## src/rtl/mac_shift_datapath.sv

```systemverilog
// -----------------------------------------------------------------------------
// mac_shift_datapath
//
// Arithmetic back end of the audio mixer/DSP sequencer. It has three stages,
// each one register deep:
//    1. A 16x16 unsigned multiplier. Its result is registered into mul_out.
//    2. A signed add/subtract accumulator. It takes the mul_out register as its
//       operand, so the accumulate controls must arrive one cycle after a/b.
//    3. An arithmetic right shifter with 16-bit saturation. It takes the
//       acc_out register as its input and produces an audio sample.
// All state changes on the falling edge of ck. rst is synchronous and
// active-high, and it clears every register.
//
// Ports
//    ck         in   1        clock; registers update on negedge
//    rst        in   1        synchronous active-high reset, overrides all
//    a, b       in   16       unsigned multiplier operands
//    acc_en     in   1        accumulate the current mul_out this cycle
//    acc_clr    in   1        with acc_en: start a new sum from zero
//    acc_add    in   1        1 = add product, 0 = subtract product
//    shift_en   in   1        load the shifter output register this cycle
//    shift      in   SHIFT_W  arithmetic right-shift count applied to acc_out
//    mul_out    out  32       registered product a*b
//    acc_out    out  ACC_W    registered signed accumulator
//    shift_out  out  16       registered scaled and saturated sample
// -----------------------------------------------------------------------------
module mac_shift_datapath #(
   parameter int ACC_W   = 40,
   parameter int SHIFT_W = 4
) (
   input  logic               ck,
   input  logic               rst,
   input  logic [15:0]        a,
   input  logic [15:0]        b,
   input  logic               acc_en,
   input  logic               acc_clr,
   input  logic               acc_add,
   input  logic               shift_en,
   input  logic [SHIFT_W-1:0] shift,
   output logic [31:0]        mul_out,
   output logic [ACC_W-1:0]   acc_out,
   output logic [15:0]        shift_out
);

   // Saturation bounds, expressed at accumulator width so that the
   // comparisons below are full-width signed comparisons.
   localparam logic signed [ACC_W-1:0] SAT_MAX = ACC_W'(32767);
   localparam logic signed [ACC_W-1:0] SAT_MIN = ACC_W'(-32768);

   logic [31:0]        mul_reg;
   logic [ACC_W-1:0]   acc_reg;
   logic [15:0]        shift_reg;

   logic [31:0]        mul_next;
   logic [ACC_W-1:0]   product_ext;
   logic [ACC_W-1:0]   acc_base;
   logic [ACC_W-1:0]   acc_next;
   logic [15:0]        shift_next;

   // -------------------------------------------------------------------------
   // Multiplier: exact 32-bit unsigned product. It updates every cycle.
   // -------------------------------------------------------------------------
   assign mul_next = 32'(a) * 32'(b);

   // -------------------------------------------------------------------------
   // Accumulator. The product is treated as an unsigned magnitude: it is
   // zero-extended, then added or subtracted. A clear replaces the running sum
   // with zero before the product is applied. That gives +P or -P in one step.
   // Wrap-around is modulo 2^ACC_W and is intentionally not flagged.
   // -------------------------------------------------------------------------
   assign product_ext = ACC_W'(mul_reg);
   assign acc_base    = acc_clr ? '0 : acc_reg;
   assign acc_next    = acc_add ? (acc_base + product_ext)
                                : (acc_base - product_ext);

   // -------------------------------------------------------------------------
   // Logarithmic arithmetic shifter. Stage gi shifts by 2^gi when bit gi of
   // the count is set. The sign bit is replicated at every stage.
   // -------------------------------------------------------------------------
   logic signed [ACC_W-1:0] stage [0:SHIFT_W];

   assign stage[0] = $signed(acc_reg);

   generate
      for (genvar gi = 0; gi < SHIFT_W; gi++) begin : g_shift_stage
         assign stage[gi+1] = shift[gi] ? (stage[gi] >>> (2 ** gi))
                                        : stage[gi];
      end
   endgenerate

   // Clamp the shifted value to the signed 16-bit sample range.
   always_comb begin
      shift_next = stage[SHIFT_W][15:0];
      if (stage[SHIFT_W] > SAT_MAX) begin
         shift_next = 16'h7FFF;
      end else if (stage[SHIFT_W] < SAT_MIN) begin
         shift_next = 16'h8000;
      end
   end

   // -------------------------------------------------------------------------
   // Pipeline registers, all on the falling edge. Reset discards everything,
   // including a partial sum. The next accumulate therefore starts from zero
   // even without acc_clr.
   // -------------------------------------------------------------------------
   always_ff @(negedge ck) begin
      if (rst) begin
         mul_reg   <= '0;
         acc_reg   <= '0;
         shift_reg <= '0;
      end else begin
         mul_reg <= mul_next;
         if (acc_en) begin
            acc_reg <= acc_next;
         end
         if (shift_en) begin
            shift_reg <= shift_next;
         end
      end
   end

   assign mul_out   = mul_reg;
   assign acc_out   = acc_reg;
   assign shift_out = shift_reg;

endmodule

```

## config.mk

```make
export PLATFORM = sky130hd
export DESIGN_NAME = mac_shift_datapath
export DESIGN_NICKNAME = d
export VERILOG_FILES = /design/src/rtl/mac_shift_datapath.sv
export SDC_FILE = /design/constraint.sdc
export NUM_CORES = 1
export LEC_CHECK = 0
export ABC_CLOCK_PERIOD_IN_PS = 9900
export CAP_MARGIN = 20
export CELL_PAD_IN_SITES_DETAIL_PLACEMENT = 0
export CELL_PAD_IN_SITES_GLOBAL_PLACEMENT = 1
export CORE_AREA = 5 5 185 187
export CTS_BUF_LIST = sky130_fd_sc_hd__clkbuf_16
export DETAILED_ROUTE_END_ITERATION = 8
export DIE_AREA = 0 0 190 192
export DONT_BUFFER_PORTS = 1
export GPL_ROUTABILITY_DRIVEN = 0
export HOLD_SLACK_MARGIN = 0.02
export PLACE_DENSITY = 0.84
export SYNTH_ARGS = -nofsm -noshare
export SYNTH_HDL_FRONTEND = slang
export SYNTH_SLANG_ARGS = --single-unit
```

## constraint.sdc

```tcl
create_clock -name ck -period 9.9 [get_ports ck]
set_input_delay 2.97 -clock ck [delete_from_list [all_inputs] [get_ports ck]]
set_output_delay 2.97 -clock ck [all_outputs]
set_load 0.01 [all_outputs]
```

; ---- Word level (Yosys, flattened, before mapping)
; Cells that the tools add are included.
[classes]
magnitude_cmp = 2
n_mux = 8
mul = 1
addsub = 2
[op_table]
columns = op, n
row1 = $mux 39, 4
row2 = $mux 40, 2
row3 = $add 40x32->40, 1
row4 = $gt 40x16->1 const B, 1
row5 = $lt 40x16->1 const B, 1
row6 = $sub 40x32->40, 1
row7 = $mul 16x16->32, 1
row8 = $mux 16, 2
[word_totals]
register_bits = 88
output_inout_bits = 88
input_bits = 42
elab_cells = 16

; ---- Depth between registers and ports, before layout
[logic_depth]
ltp_word = 7
ltp_mapped = 24
depth_no_buf = 23

==> results.cfg <==
[finish]
storage_cell_area_sq_mm = 0.001762
n_antenna_cell = 0
final_net_count = 2561
multi_input_area_sq_mm = 0.01440
filler_cell_count = 2670
final_core_util_pct = 63.45
final_layout_size_suffix_gt1_share_pct = 26.04
area_growth_syn_to_fin_pct = 26.39

[yosys]
synth_area_leaders = fa_1, ha_1, dfxtp_1
syn_avg_cell_area_sq_um = 8.504
netlist-cell-type-count = 76
postSynthNetCount = 2287
synth_seq_cells = 88
syn-instance-count = 1906
synth_edf_count = 0
synth_top_area_cell = fa_1
yosys_warnings = 0
most_frequent_cell_after_synthesis = inv_1
async_reset_ff_share_pct = 0
syn-cell-area_sq_mm = 0.01621
yosysSeqAreaShare_pct = 10.87
synth_ff_type = dfxtp_1
synth.top_cells.by_count = inv_1, nand2_1, fa_1, nor2_1, ha_1
synth_top_area_share_pct = 24.09

[worst_setup_path]
slowest_delay_ns = 0.55
crit-reg2reg-capture = acc_out[39]$_SDFFE_NP0P_
timing.critical_path.required_ns = 5.22
cp-end-kind = flip-flop
timing.critical_path.max_delay_family = adder cells
reg2reg_setup_slack_ns = 4.63
criticalPathCategory = in -> reg
cp_num_cells = 22
regToRegStartpoint = mul_out[5]$_SDFF_NP0_
crit_arrival_ns = 8.27
critical_path_fanout_max = 16
timing.critical_path.buf_inv = 5
worst_setup_path_endpoint = mul_out[31]$_SDFF_NP0_
worst_r2r_path_depth = 17
path_cells = and2_4 -> fa_1 -> inv_1 -> fa_1 -> fa_2 -> inv_2 -> fa_1 -> fa_1 -> inv_2 -> fa_1 -> inv_2 -> ha_4 -> nand2_4 -> o21ai_4 -> o41ai_4 -> a211oi_2 -> o41ai_2 -> a21oi_2 -> buf_4 -> and2_4 -> o2111ai_2 -> o311ai_1
launching_instance_or_port_of_the_critical_path = b[6]
critical_path.slowest_cell = fa_2
critPathMostFrequentCell = fa_1
crit_path_start_kind = primary input

[cts]
cts.hold.buffers_added = 0
cts_inserted_buffers = 9
clk-insertion-delay-late_ns = 0.41
cts.reportedPaths.clkPinSlew_ns = 0.03
tritoncts = done
htreeDepth = 3
clockRootBuffer = clkbuf_16
clock_sinks = 88
cts-root-to-sink-buffers = 2

[global_route]
use_met1_pct = 31.14
grt_usage_pct = 25.13
grt_max_degree = 79
antenna_found_initial = 0
global_route.usage.met3_pct = 6.180
via_count_of_the_first_global_routing_pass = 15210
globalRouteOverflowTotal = 0
globalRouteMet2Util_pct = 43.14
grt-busiest-layer = met2
wire_length_of_the_first_global_routing_pass_um = 75780

[route]
drc = 0
dr.pass1.iters = 5
via_count = 14450
post_drt_via_cell_ratio = 5.501
detail-route-antenna-nets = 0
wl_per_cell_um = 17.79
initialDrtViolationCount = 654
wirelength_um = 46730

[timing]
clock-skew-final_ns = 0.02162
final.setup.worst_slack_ns = -3.050
max_slew_margin_pct = 45.69
finalSetupViolations = 51
timing.hold.ws_ns = 0.5237
grt_setup_unrepaired = true
worst_max_slew_pin_slew_ns = 0.8129
timing_max_transition_violations_final = 0
hold_viol = 0

[outcome]
failing_checks = negative setup slack
run_status = finished, violations left

[floorplanning]
design.portCount = 130
dieArea_sq_mm = 0.03648
dieWidth_um = 190
num_rows = 66
dieHeight_um = 192
core_region_area_sq_mm = 0.03229
floorplan.initialDensity_pct = 50.20

[power_and_ir_drop]
total_power_mw = 8.339
irDropWorstVdd_mv = 0.3437
leakage_power_nw = 10.02
power-per-cell-area_mw_per_mm2 = 407.1

[run]
timing.max_cap.violations = 0

[placed_design]
port_buffers = 0
dpl.hpwl_um = 35130
place_worst_setup_slack_ns = -3.436

[worst_hold_path]
hold_path.class = reg -> reg
[timing repair]
action,in CTS,in global routing
resized for setup,94,97
endpoints found under the setup margin,47,50
buffers inserted,17,26
pin swaps,80,96
[layout make-up]
type,count,share of cell area (%)
sequential,88,8.600
timing repair buffer,268,10.62
clock buffer,9,1.099
clock inverter,95,2.083
inverter,250,4.587
multi-input combinational,1475,70.31
tap,442,2.700
[cells in the final DEF (no fill, tap or decap), types with 21 or more instances in the layout]
cell type,instances
o21ai_0,21
a211oi_1,22
fa_1,183
xnor2_1,29
nand2_1,207
buf_6,37
mux4_2,25
inv_2,26
a211oi_2,21
a21oi_2,25
a21oi_1,56
nor2_1,136
dfxtp_1,88
a21o_1,31
inv_1,310
nor2b_1,49
and2_1,109
xor2_1,46
buf_4,229
ha_1,115
ha_4,24
mux2i_1,50
[cells by family after synthesis]
kind of cell	share of synthesized area, %
adders and majority gates	35.20
AOI/OAI and AO/OA	13.18
buffers and inverters	8.561
and+or+nand+nor	19.19
DFF	10.87
xor gates and xnor gates	4.539
muxes	8.461
[worst min-delay path by stage]
stage          cells past startpoint                        from  slack [ns]                    endpoint
3_3_place_gp                       2  shift_out[15]$_SDFFE_NP0P_        0.50  shift_out[15]$_SDFFE_NP0P_
6_report                           2  shift_out[15]$_SDFFE_NP0P_        0.52  shift_out[15]$_SDFFE_NP0P_
3_5_place_dp                       2  shift_out[15]$_SDFFE_NP0P_        0.52  shift_out[15]$_SDFFE_NP0P_
5_1_grt                            2  shift_out[15]$_SDFFE_NP0P_        0.55  shift_out[15]$_SDFFE_NP0P_
4_1_cts                            2  shift_out[15]$_SDFFE_NP0P_        0.52  shift_out[15]$_SDFFE_NP0P_
2_1_floorplan                      2  shift_out[15]$_SDFFE_NP0P_        0.49  shift_out[15]$_SDFFE_NP0P_
[through the flow]
stage | area [sq um] | std cells | setup TNS, ns
after CTS | 19900 | 2605 | -61.24
after global placement | 18710 | 2488 | -89.86
after global routing | 20490 | 2627 | -71.64
after floorplan | 17110 | 1906 | -84.05
final | 20490 | 2627 | -64.67
after detailed placement | 18710 | 2488 | -91.97
[sequential cells by signal, summed over array words and instances, names as in the netlist]
signal	flops
acc_out	40
shift_out	16
mul_out	32
[power breakdown]
part,total [mW],internal [mW],switching (mW)
clock network,0.501,0.233,0.268
logic,7.09,3.67,3.43
registers,0.744,0.489,0.255
[worst min-delay path, delay by kind of cell, from the launching register on]
family	cells	cell delay [ns]
AOI/OAI and AO/OA	1	0.06
DFF	1	0.33
and+or+nand+nor	1	0.08
[per-layer routing]
metal	vias to the layer above	wire length [um]
li1	6867	-
met2	467	23050
met1	7052	19190
met4	0	941
met3	65	3545
met5	-	0
Note: power is estimated with default switching activity, not from simulation.
